--- src/rtl/note_sequencer.sv ---
// Step sequencer for the synth voice: plays a programmable pattern of oscillator
// count values and produces the one-cycle ADSR trigger and the note gate.
`timescale 1ns/1ps
module note_sequencer #(
  parameter int STEPS  = 8,
  parameter int TICK_W = 24
) (
  input  logic                     clk,
  input  logic                     rst,
  input  logic                     wr_en,
  input  logic [$clog2(STEPS)-1:0] wr_addr,
  input  logic [31:0]              wr_count,
  input  logic                     wr_rest,
  input  logic [$clog2(STEPS):0]   num_steps,
  input  logic [TICK_W-1:0]        step_len,
  input  logic [TICK_W-1:0]        gate_len,
  input  logic                     run,
  input  logic                     pause,
  output logic [31:0]              osc_count,
  output logic                     trig,
  output logic                     gate,
  output logic [$clog2(STEPS)-1:0] step_idx,
  output logic                     playing,
  output logic [1:0]               dbg_state
);
  localparam int AW = $clog2(STEPS);
  localparam logic [AW:0]       N_MAX = (AW+1)'(STEPS);
  localparam logic [AW:0]       N_ONE = (AW+1)'(1);
  localparam logic [TICK_W-1:0] T_ONE = TICK_W'(1);
  localparam logic [TICK_W-1:0] T_TWO = TICK_W'(2);

  typedef enum logic [1:0] {IDLE = 2'd0, PLAY = 2'd1, HOLD = 2'd2} state_e;

  state_e            state_q;
  logic [31:0]       count_q [STEPS];
  logic [STEPS-1:0]  rest_q;
  logic [AW-1:0]     step_idx_q;
  logic [TICK_W-1:0] tick_q, sl_q, gl_q;
  logic [31:0]       osc_count_q;
  logic              trig_q, gate_q, cur_rest_q;

  logic [AW:0]       n_d, next_idx_d;
  logic [AW-1:0]     start_idx_d;
  logic [TICK_W-1:0] sl_d, gl_d, tick_inc_d;
  logic              last_tick_d, step_start_d, start_rest_d;

  always_ff @(posedge clk or posedge rst) begin
    if (rst) begin
      for (int i = 0; i < STEPS; i++) count_q[i] <= '0;
      rest_q <= '1;
    end else if (wr_en) begin
      count_q[wr_addr] <= wr_count;
      rest_q[wr_addr]  <= wr_rest;
    end
  end

  // Lengths and pattern length are sampled live and only take effect at a step start.
  always_comb begin
    n_d = num_steps;
    if (num_steps == '0) n_d = N_ONE;
    else if (num_steps > N_MAX) n_d = N_MAX;
    next_idx_d = {1'b0, step_idx_q} + N_ONE;
    if (next_idx_d >= n_d) next_idx_d = '0;
    start_idx_d  = (state_q == IDLE) ? '0 : next_idx_d[AW-1:0];
    start_rest_d = rest_q[start_idx_d];
    sl_d         = (step_len < T_TWO) ? T_TWO : step_len;
    gl_d         = (gate_len > sl_d - T_ONE) ? sl_d - T_ONE : gate_len;
    tick_inc_d   = tick_q + T_ONE;
    last_tick_d  = (tick_q == sl_q - T_ONE);
    step_start_d = run && !pause && ((state_q == IDLE) || last_tick_d);
  end

  // A resume from HOLD acts as the PLAY edge that the pause swallowed, so a
  // pause on the boundary cycle defers the step start to the resume edge.
  always_ff @(posedge clk or posedge rst) begin
    if (rst) begin
      state_q     <= IDLE;
      step_idx_q  <= '0;
      tick_q      <= '0;
      sl_q        <= T_TWO;
      gl_q        <= '0;
      osc_count_q <= '0;
      trig_q      <= 1'b0;
      gate_q      <= 1'b0;
      cur_rest_q  <= 1'b1;
    end else begin
      trig_q <= 1'b0;
      if (!run) begin
        state_q    <= IDLE;
        step_idx_q <= '0;
        tick_q     <= '0;
        gate_q     <= 1'b0;
      end else if (step_start_d) begin
        state_q    <= PLAY;
        step_idx_q <= start_idx_d;
        tick_q     <= '0;
        sl_q       <= sl_d;
        gl_q       <= gl_d;
        cur_rest_q <= start_rest_d;
        if (!start_rest_d) begin
          osc_count_q <= count_q[start_idx_d];
          trig_q      <= 1'b1;
          gate_q      <= (gl_d != '0);
        end else begin
          gate_q <= 1'b0;
        end
      end else begin
        case (state_q)
          PLAY: begin
            if (pause) begin
              state_q <= HOLD;
              gate_q  <= 1'b0;
            end else begin
              tick_q <= tick_inc_d;
              if (tick_inc_d == gl_q) gate_q <= 1'b0;
            end
          end
          HOLD: begin
            if (!pause) begin
              state_q <= PLAY;
              tick_q  <= tick_inc_d;
              gate_q  <= (tick_inc_d < gl_q) && !cur_rest_q;
            end
          end
          default: ;
        endcase
      end
    end
  end

  assign osc_count = osc_count_q;
  assign trig      = trig_q;
  assign gate      = gate_q;
  assign step_idx  = step_idx_q;
  assign playing   = (state_q != IDLE);
  assign dbg_state = state_q;
endmodule

--- config.mk ---
export PLATFORM = sky130hd
export DESIGN_NAME = note_sequencer
export DESIGN_NICKNAME = d
export VERILOG_FILES = /design/src/rtl/note_sequencer.sv
export SDC_FILE = /design/constraint.sdc
export NUM_CORES = 1
export LEC_CHECK = 0
export ABC_AREA = 1
export CAP_MARGIN = 20
export CORE_MARGIN = 3
export CORE_UTILIZATION = 38
export DETAILED_ROUTE_END_ITERATION = 10
export PLACE_DENSITY = 0.64
export SETUP_SLACK_MARGIN = 0.2
export SYNTH_ARGS = -nofsm -noshare
export SYNTH_HDL_FRONTEND = slang
export SYNTH_SLANG_ARGS = --single-unit
--- constraint.sdc ---
create_clock -name clk -period 14.7 [get_ports clk]
set_clock_uncertainty 0.05 [all_clocks]
set_input_delay 2.205 -clock clk [delete_from_list [all_inputs] [get_ports clk]]
set_output_delay 2.205 -clock clk [all_outputs]
set_load 0.005 [all_outputs]
**After elaboration in Yosys (flattened, before gate mapping)**

Cells that the tools add are included.

- Add/sub/neg operators: 4
- Mux-type cells: 38
- Divide/modulo/power cells: 0
- Bitwise operators: 3
- Multipliers: 0
- Shift-type cells: 0
- Order comparisons: 11
- Reduce and logical (&&, ||, !) cells: 18
- Equal/unequal tests: 11

Operators by type and width:

| cell | number |
|---|---|
| 256-bit bitwise mux | 1 |
| 24-bit two-way mux | 6 |
| 32-bit binary-select mux with 3-bit select | 1 |
| 32-bit demux with 3-bit select | 1 |
| 32-bit two-way mux | 3 |
| 24-bit == test | 2 |
| 24-bit by 1-bit subtractor with 24-bit output (second input constant) | 2 |
| 24-bit by 1-bit adder with 24-bit output (second input constant) | 1 |
| 24-bit greater-than comparator | 1 |
| 24-bit by 2-bit less-than comparator with 1-bit output (second input constant) | 1 |
| 24-bit less-than comparator | 1 |
| 24-bit nonzero test | 1 |
| 3-bit two-way mux | 4 |
| 1-bit two-way mux | 11 |
| 3-bit AND reduction | 3 |
| 8-bit bitwise mux | 1 |
| 4-bit greater-or-equal comparator (second input constant) | 2 |
| 3-bit by 4-bit less-than comparator with 1-bit output (second input constant) | 2 |
| 2-bit two-way mux | 4 |
| 4-bit two-way mux | 2 |
| 4-bit != test (second input constant) | 2 |
| 3-bit NOT with 4-bit output | 2 |
| 3-bit by 2-bit != test with 1-bit output (second input constant) | 2 |
| 1-bit logical AND | 5 |
| 22 further kinds | 24 |

- Latch bits: 0
- Memories: 0
- RAM bits: 0
- Memory bits (read-only): 0
- Register bits: 376
- Output and inout bits: 40
- Logic and storage cells: 103
- Input bits: 93

**Logic depth before layout (Yosys ltp)**

- Word-level depth: 11
- Mapped depth: 33
- Depth with buffers taken out: 32

**Worst setup path before layout**

No wires, ideal clock.

- Path type: input to register
- Start: input step_len[15]
- End: register gate_q, in the netlist gate
- Required time: 14.534 ns
- Arrival: 5.554 ns
- Stages on the path: 30
- Path slack: 8.980 ns
- Cell sequence: nor2_1 -> nand2_1 -> nor2_1 -> nand3_1 -> nand2_1 -> ha_1 -> nand3_1 -> nor3_1 -> nand4_1 -> xor2_1 -> inv_1 -> ha_1 -> nand4_1 -> nor2_1 -> nand2_1 -> a21oi_1 -> nor2_1 -> nor2_1 -> clkbuf_1 -> nand2_1 -> nand2_1 -> nand2_1 -> nor2_1 -> nand2_1 -> nor2_1 -> nand2_1 -> nand2_1 -> nand2_1 -> nand2_1 -> nand2_1

- Longest elaborated chain between the ends: 9

RTL lines:

| item | line | source |
|---|---|---|
| start, declared | 15 | `input logic [TICK_W-1:0] step_len,` |
| 24-bit by 2-bit less-than comparator with 1-bit output | 66 | `sl_d = (step_len < T_TWO) ? T_TWO : step_len;` |
| 24-bit two-way mux (*) | 66 |  |
| 24-bit by 1-bit subtractor with 24-bit output (*) | 67 | `gl_d = (gate_len > sl_d - T_ONE) ? sl_d - T_ONE : gate_len;` |
| 24-bit greater-than comparator | 67 |  |
| 24-bit two-way mux (*) | 67 |  |
| 24-bit nonzero test (*) | 103 | `gate_q <= (gl_d != '0);` |
| 1-bit two-way mux (*) | 100 | `if (!start_rest_d) begin` |
| 1-bit two-way mux (*) | 93 | `end else if (step_start_d) begin` |
| 1-bit two-way mux (*) | 88 | `if (!run) begin` |
| end signal, assigned | 103 |  |
| end signal, assigned | 122 | `gate_q <= (tick_inc_d < gl_q) && !cur_rest_q;` |
| end, declared | 40 | `logic trig_q, gate_q, cur_rest_q;` |

Mark *: on every way between the ends. The rest lies on a longest branch, timed or not.
A chain may end at the register's enable or synchronous reset.

**Worst setup path after layout**

- Start: input step_len[14]
- End: register gate_q, in the netlist gate

The elaborated chain is that of the path after synthesis.

==> reports/metrics.yaml <==
seqCellArea_sq_mm: 0.00942
hold_depth: 2
min_period_over_period_pct: 49.3
preCtsSetupSlack_ps: 6980
drtIter0Drc: 1475
rsz0062_at_grt: "false"
cts_root_buf: "clkbuf_16"
drcViolationCount: 0
io_buffers: 132
yosysWarnings: 0
vias: 16900
layout_common_cells: "nand2_1, dfrtp_1, o21ai_0"
nNetsFinal: 2611
antenna_cells: 0
period_minus_slack_ps: 7250
clk_pin_slew_worst_paths_ps: 60
path_common_cell: "nand2_1"
fmax_ghz: 0.138
top_layer_used: "met4"
die_h_microns: 233
timing.setup.tns_ps: 0
drtPass1Iterations: 6
cp_slowest_cell: "nor3_1"
gp_congestion: 0.933
critPathMaxStageDelay_ps: 510
r2r_slack_ps: 9670
finalSetupViolCount: 0
fillCellCount: 4926
pwr-share-seq_pct: 38.5
fin_ws_ps: 7450
m1WireLength_microns: 25300
cts_resized: 0
grt_pass1_vias: 16500
postRouteAntennaNets: 0
maxCapViolCount: 0
dp.final_hpwl_microns: 35300
cts_htree_levels: 2
drt_wl_total_microns: 56100
final_common_cell: "nand2_1"
synth_nets: 2550
syn2layout_area_growth_pct: 16.9
cts_tree: "done"
cts_buffers: 43
required_ps: 15100
p_switching_mw: 1.33
synthFlopType: "dfrtp_1"
met3WireLength_microns: 3190
async_reset_ff_share_pct: 100
p_sw_share_pct: 35.2
synth_edf_count: 0
multi_input_area_sq_mm: 0.00878
timing_worst_setup_path_type: "primary input to flop"
grt_overflow_total: 0
crit_fanout: 23
rr_endpoint: "osc_count[14]"
hold_buffers: 0
drive_gt1_share_pct: 7.10
num_io_pins: 133
status: "finished clean"
hold_class: "flop to flop"
dieArea_sq_mm: 0.0542
hold_end: "count_q[77]"
p_comb_share_pct: 30.9
grt_max_degree: 178
start_kind: "primary input"
maxSlewViolCount: 0
reg2reg_from: "step_idx[0]"
grt_pass1_wl_microns: 90200
start_util_pct: 38.7
clock_sinks: 376
clkPwrFrac_pct: 30.5
wl_per_cell_microns: 17.7
syn-cell-area_sq_mm: 0.0195
viasPerCell: 5.33
fp.dieW_microns: 233
synthCells: 2398
seq_area_frac_synth_pct: 48.2
antenna_found_initial: 0
ir_drop_mv: 0.0885
clockBufferDepth: 3
leakage_nw: 10.6
finalHoldViolations: 0
p_int_mw: 2.44
reg2regPathDepth: 15
p_per_area_mw_per_mm2: 165
rows: 82
dr_wl_met2_microns: 26600
clk-insertion-delay-late_ps: 570
post_cts_buffers: 0
ys_types: 47
relSlewSlack_pct: 21.3
worst_setup_path_end_kind: "flop"
worst-slew-pin-transition_ps: 1180
synth-seq-cells: 376
hp-start: "count_q[77]"
avgSynthCellArea_sq_um: 8.15
grt_use_total_pct: 20.7
cp.arrival_ps: 7650
core_area_sq_mm: 0.0505
==> state kept, by name (all words and copies together), names as in the netlist <==
| signal | flops |
|---|---|
| count_q | 256 |
| cur_rest_q | 1 |
| dbg_state | 2 |
| gate | 1 |
| gl_q | 24 |
| osc_count | 32 |
| rest_q | 8 |
| sl_q | 24 |
| step_idx | 3 |
| tick_q | 24 |
| trig | 1 |
==> cells by family (layout without fill, tap and decap cells) <==
| group | Yosys count | in the layout | share of synthesized area, % |
|---|---|---|---|
| adders and majority gates | 59 | 59 | 3.78 |
| DFF | 376 | 376 | 48.2 |
| AOI/OAI and AO/OA | 559 | 559 | 16.9 |
| and+or+nand+nor | 986 | 986 | 21.0 |
| xor gates and xnor gates | 67 | 67 | 3.00 |
| buffers and inverters | 351 | 445 | 7.07 |
==> how the worst max path moves through the flow <==
stage,startpoint,to,slack (ps),cells after the start
3_5_place_dp,step_len[15],gate,6980,30
2_1_floorplan,rst,count_q[0],2020,1
4_1_cts,step_len[15],gate,7560,30
6_report,step_len[14],gate,7450,30
3_3_place_gp,step_len[15],gate,7160,30
5_1_grt,step_len[14],gate,6950,30
==> metal layers <==
layer,vias to the layer above,track usage [%]
met5,-,0
met1,8179,28.7
met3,89,3.11
met4,0,5.00
met2,476,34.2
li1,8110,-
==> critical path, delay by kind of cell <==
family | cells | cell delay [ps]
AO/OA/AOI/OAI | 1 | 420
XOR/XNOR | 1 | 180
adder cells (fa/ha/maj) | 2 | 510
buffers and inverters | 3 | 600
AND/OR/NAND/NOR | 23 | 3750
==> Yosys cell counts, types with 15 or more instances <==
cell type	number	area, sq um
nand2_1	540	2030
dfrtp_1	366	9160
o21ai_0	332	1660
nor2_1	230	863
inv_1	209	785
nand3_1	121	606
clkbuf_1	98	368
o221ai_1	64	561
ha_1	59	738
xor2_1	59	517
a21oi_1	56	280
or2_2	35	219
o211ai_1	34	255
o311ai_0	32	280
o21ai_1	23	115
buf_2	21	105
nand4_1	16	100
nor3_1	15	75.1
==> cell type report <==
class | instances | area share (%)
Clock buffer | 53 | 5.05
Clock inverter | 25 | 1.57
Inverter | 215 | 3.56
Multi-Input combinational cell | 1671 | 38.4
Sequential cell | 376 | 41.2
Tap cell | 672 | 3.68
Timing Repair Buffer | 152 | 6.49
==> stage by stage <==
stage / power, mW / util (%) / instances / hold WS [ps] / area (sq um)
after floorplan: 2.23 / - / 2398 / 396 / 19500
after global placement: 2.59 / 42.3 / 3086 / 409 / 21300
after detailed placement: 2.63 / 42.3 / 3086 / 415 / 21300
after CTS: 3.79 / 45.3 / 3164 / 430 / 22900
after global routing: 4.02 / 45.3 / 3164 / 449 / 22900
final: 3.76 / 45.3 / 3164 / 429 / 22900
==> power by group through the flow <==
| stage | Sequential [mW] | Clock, mW | Combinational, mW |
|---|---|---|---|
| after floorplan | 1.43 | 0 | 0.800 |
| after global placement | 1.46 | 0 | 1.14 |
| after detailed placement | 1.46 | 0 | 1.16 |
| after CTS | 1.45 | 1.17 | 1.17 |
| after global routing | 1.48 | 1.21 | 1.33 |
| final | 1.45 | 1.15 | 1.16 |
No activity file was read; power rests on OpenSTA's default activity.
==> RTL edit, RTL diff (same flow settings) <==
Set the parameter `TICK_W` to 48 (it was 24).
--- a/src/rtl/note_sequencer.sv
+++ b/src/rtl/note_sequencer.sv
@@ -5,3 +5,3 @@
   parameter int STEPS  = 8,
-  parameter int TICK_W = 24
+  parameter int TICK_W = 48
 ) (
Ports: changed (resized gate_len and step_len); port bits go from 133 to 181. The function was not compared with the original's and may differ.
==> RTL edit against the unedited design <==
Area after synthesis up 36%; sequential power is 23% higher; critical path depth up 6; synthesized cell count is 51% higher; die area increased by 35%; wire length grew 60%; sequential share of layout area decreased by 5.2 points; total power grew 27%; cell area is 36% higher; register-to-register slack worse by 1.5 ns; count of clock-buffer cells in the layout increased by 24; setup slack worse by 1.4 ns; sequential cell count grew 72; largest cell class is now multi-input combinational cells.
==> RTL edit: results (changes against the unedited design) <==
Worst R2R End=gate$_DFFE_PP0P_; CP max FO=54 (+130%); Hold Slack=0.4261 ns (-0.002551 ns); Crit Path Class=input port to register; inverter count=365 (+70%); initial antenna violation count=9 (+9); routed wire length=89600 um (+60%); met3 Resource Use GR=4.212% (+1.1 points); Synthesis Warnings=0 (unchanged); area occupied by multi-input gates=13430 um2 (+53%); Synth area leaders=dfrtp_1 (41%), nand2_1 (15%), o21ai_0 (8.7%); post-synthesis compound-gate area fraction=14.45% (-2.5 points); CP peak stage delay=0.57 ns (+0.06 ns); Non-CTS buffers=209 (+38%); fill count=7076 (+44%); Cells after Synth=3620 (+51%); Mapped Nets=3868 (+52%); first-pass GRT wire length=139100 um (+54%); Setup Slack @ Placement=5.532 ns (-1.449 ns); CP max-delay cell=clkdlybuf4s50_1; DP Wirelength=63740 um (+81%); Netlist cell types=54 (+15%); Placed Cells=4602 (+49%); flop2flop setup slack=8.15 ns (-1.52 ns); chip width=270.6 um (+16%); Worst slew margin=27.28% (+6.0 points); clock-cell share of area=6.006% (-0.61 points); GRT Util Overall=24.26% (+3.5 points); Worst Hold Endpoint=count_q[134]$_DFFE_PP0P_; Ant. Diodes=4 (+4); status=finished clean; Avg WL per Cell=19.05 um (+7.4%); Final Wtd Congestion=0.9652 (+3.4%); routing usage on met2=38.04% (+3.8 points); Multi-input comb cells=2650 (+59%); Post-synth top cells=nand2_1 (1077), o21ai_0 (464), dfrtp_1 (438), inv_1 (352), nor2_1 (309); Final #Nets=3974 (+52%); Synth Area in XOR/XNOR=4.506% (+1.5 points); register area share after synthesis=42.19% (-6.0 points); share of post-route cells with drive strength above 1=6.024% (-1.1 points); pin count of the biggest net entering global routing=186 (+4.5%); Power Density=153.1 nW/um2 (-7.0%); R2R Path Start=tick_q[0]$_DFFE_PP0P_; worst skew pair latency=0.64 ns (+0.07 ns); Vias/cell=5.176 (-2.8%); arrival time worst endpoint=9.06 ns (+1.41 ns); R2R cell count=22 (+7); CP Launch Point=step_len[46]; met1 track demand over resource=34.49% (+5.8 points); Clock Buffer Count=77 (+45%); FF+latch area=11220 um2 (+19%); total CTS buffers=52 (+21%); worst hold start=count_q[134]$_DFFE_PP0P_; IR drop worst, VDD=0.09575 mV (+8.1%); Synth Register Bits=448 (+19%); Final WS setup=6.053 ns (-1.402 ns); port bufs=180 (+36%); Lkg Pwr=14.68 nW (+39%); buffering overhead=6.592% (+0.10 points); post-place instance area=29220 um2 (+37%)
## RTL edit: cell types whose count changed in the layout (fill, tap and decap cells not counted), sizes merged, moves of 43 or more
cell	delta
xor2	+43
nor2	+83
nand2	+542
inv	+145
dfrtp	+72
a21oi	+119
o21ai	+140
clkdlybuf4s50	+48
ha	+48
o221ai	-61
## RTL edit: routing by layer
| layer | up-vias | wire [um] | share of wire (%) |
|---|---|---|---|
| met4 | 10 | 2450 | 2.7 |
| met3 | 154 | 6076 | 6.8 |
| met5 | - | 69 | 0.077 |
| met2 | 694 | 39870 | 44 |
| li1 | 11890 | - | - |
| met1 | 11600 | 41140 | 46 |
## RTL edit: power by group
| part | internal (W) | total, W | switching, W |
|---|---|---|---|
| registers | 0.00155 | 0.00179 | 0.000248 |
| logic | 0.000591 | 0.00157 | 0.000981 |
| clock network | 0.000842 | 0.00140 | 0.000558 |
| total | 0.00298 | 0.00477 | 0.00179 |
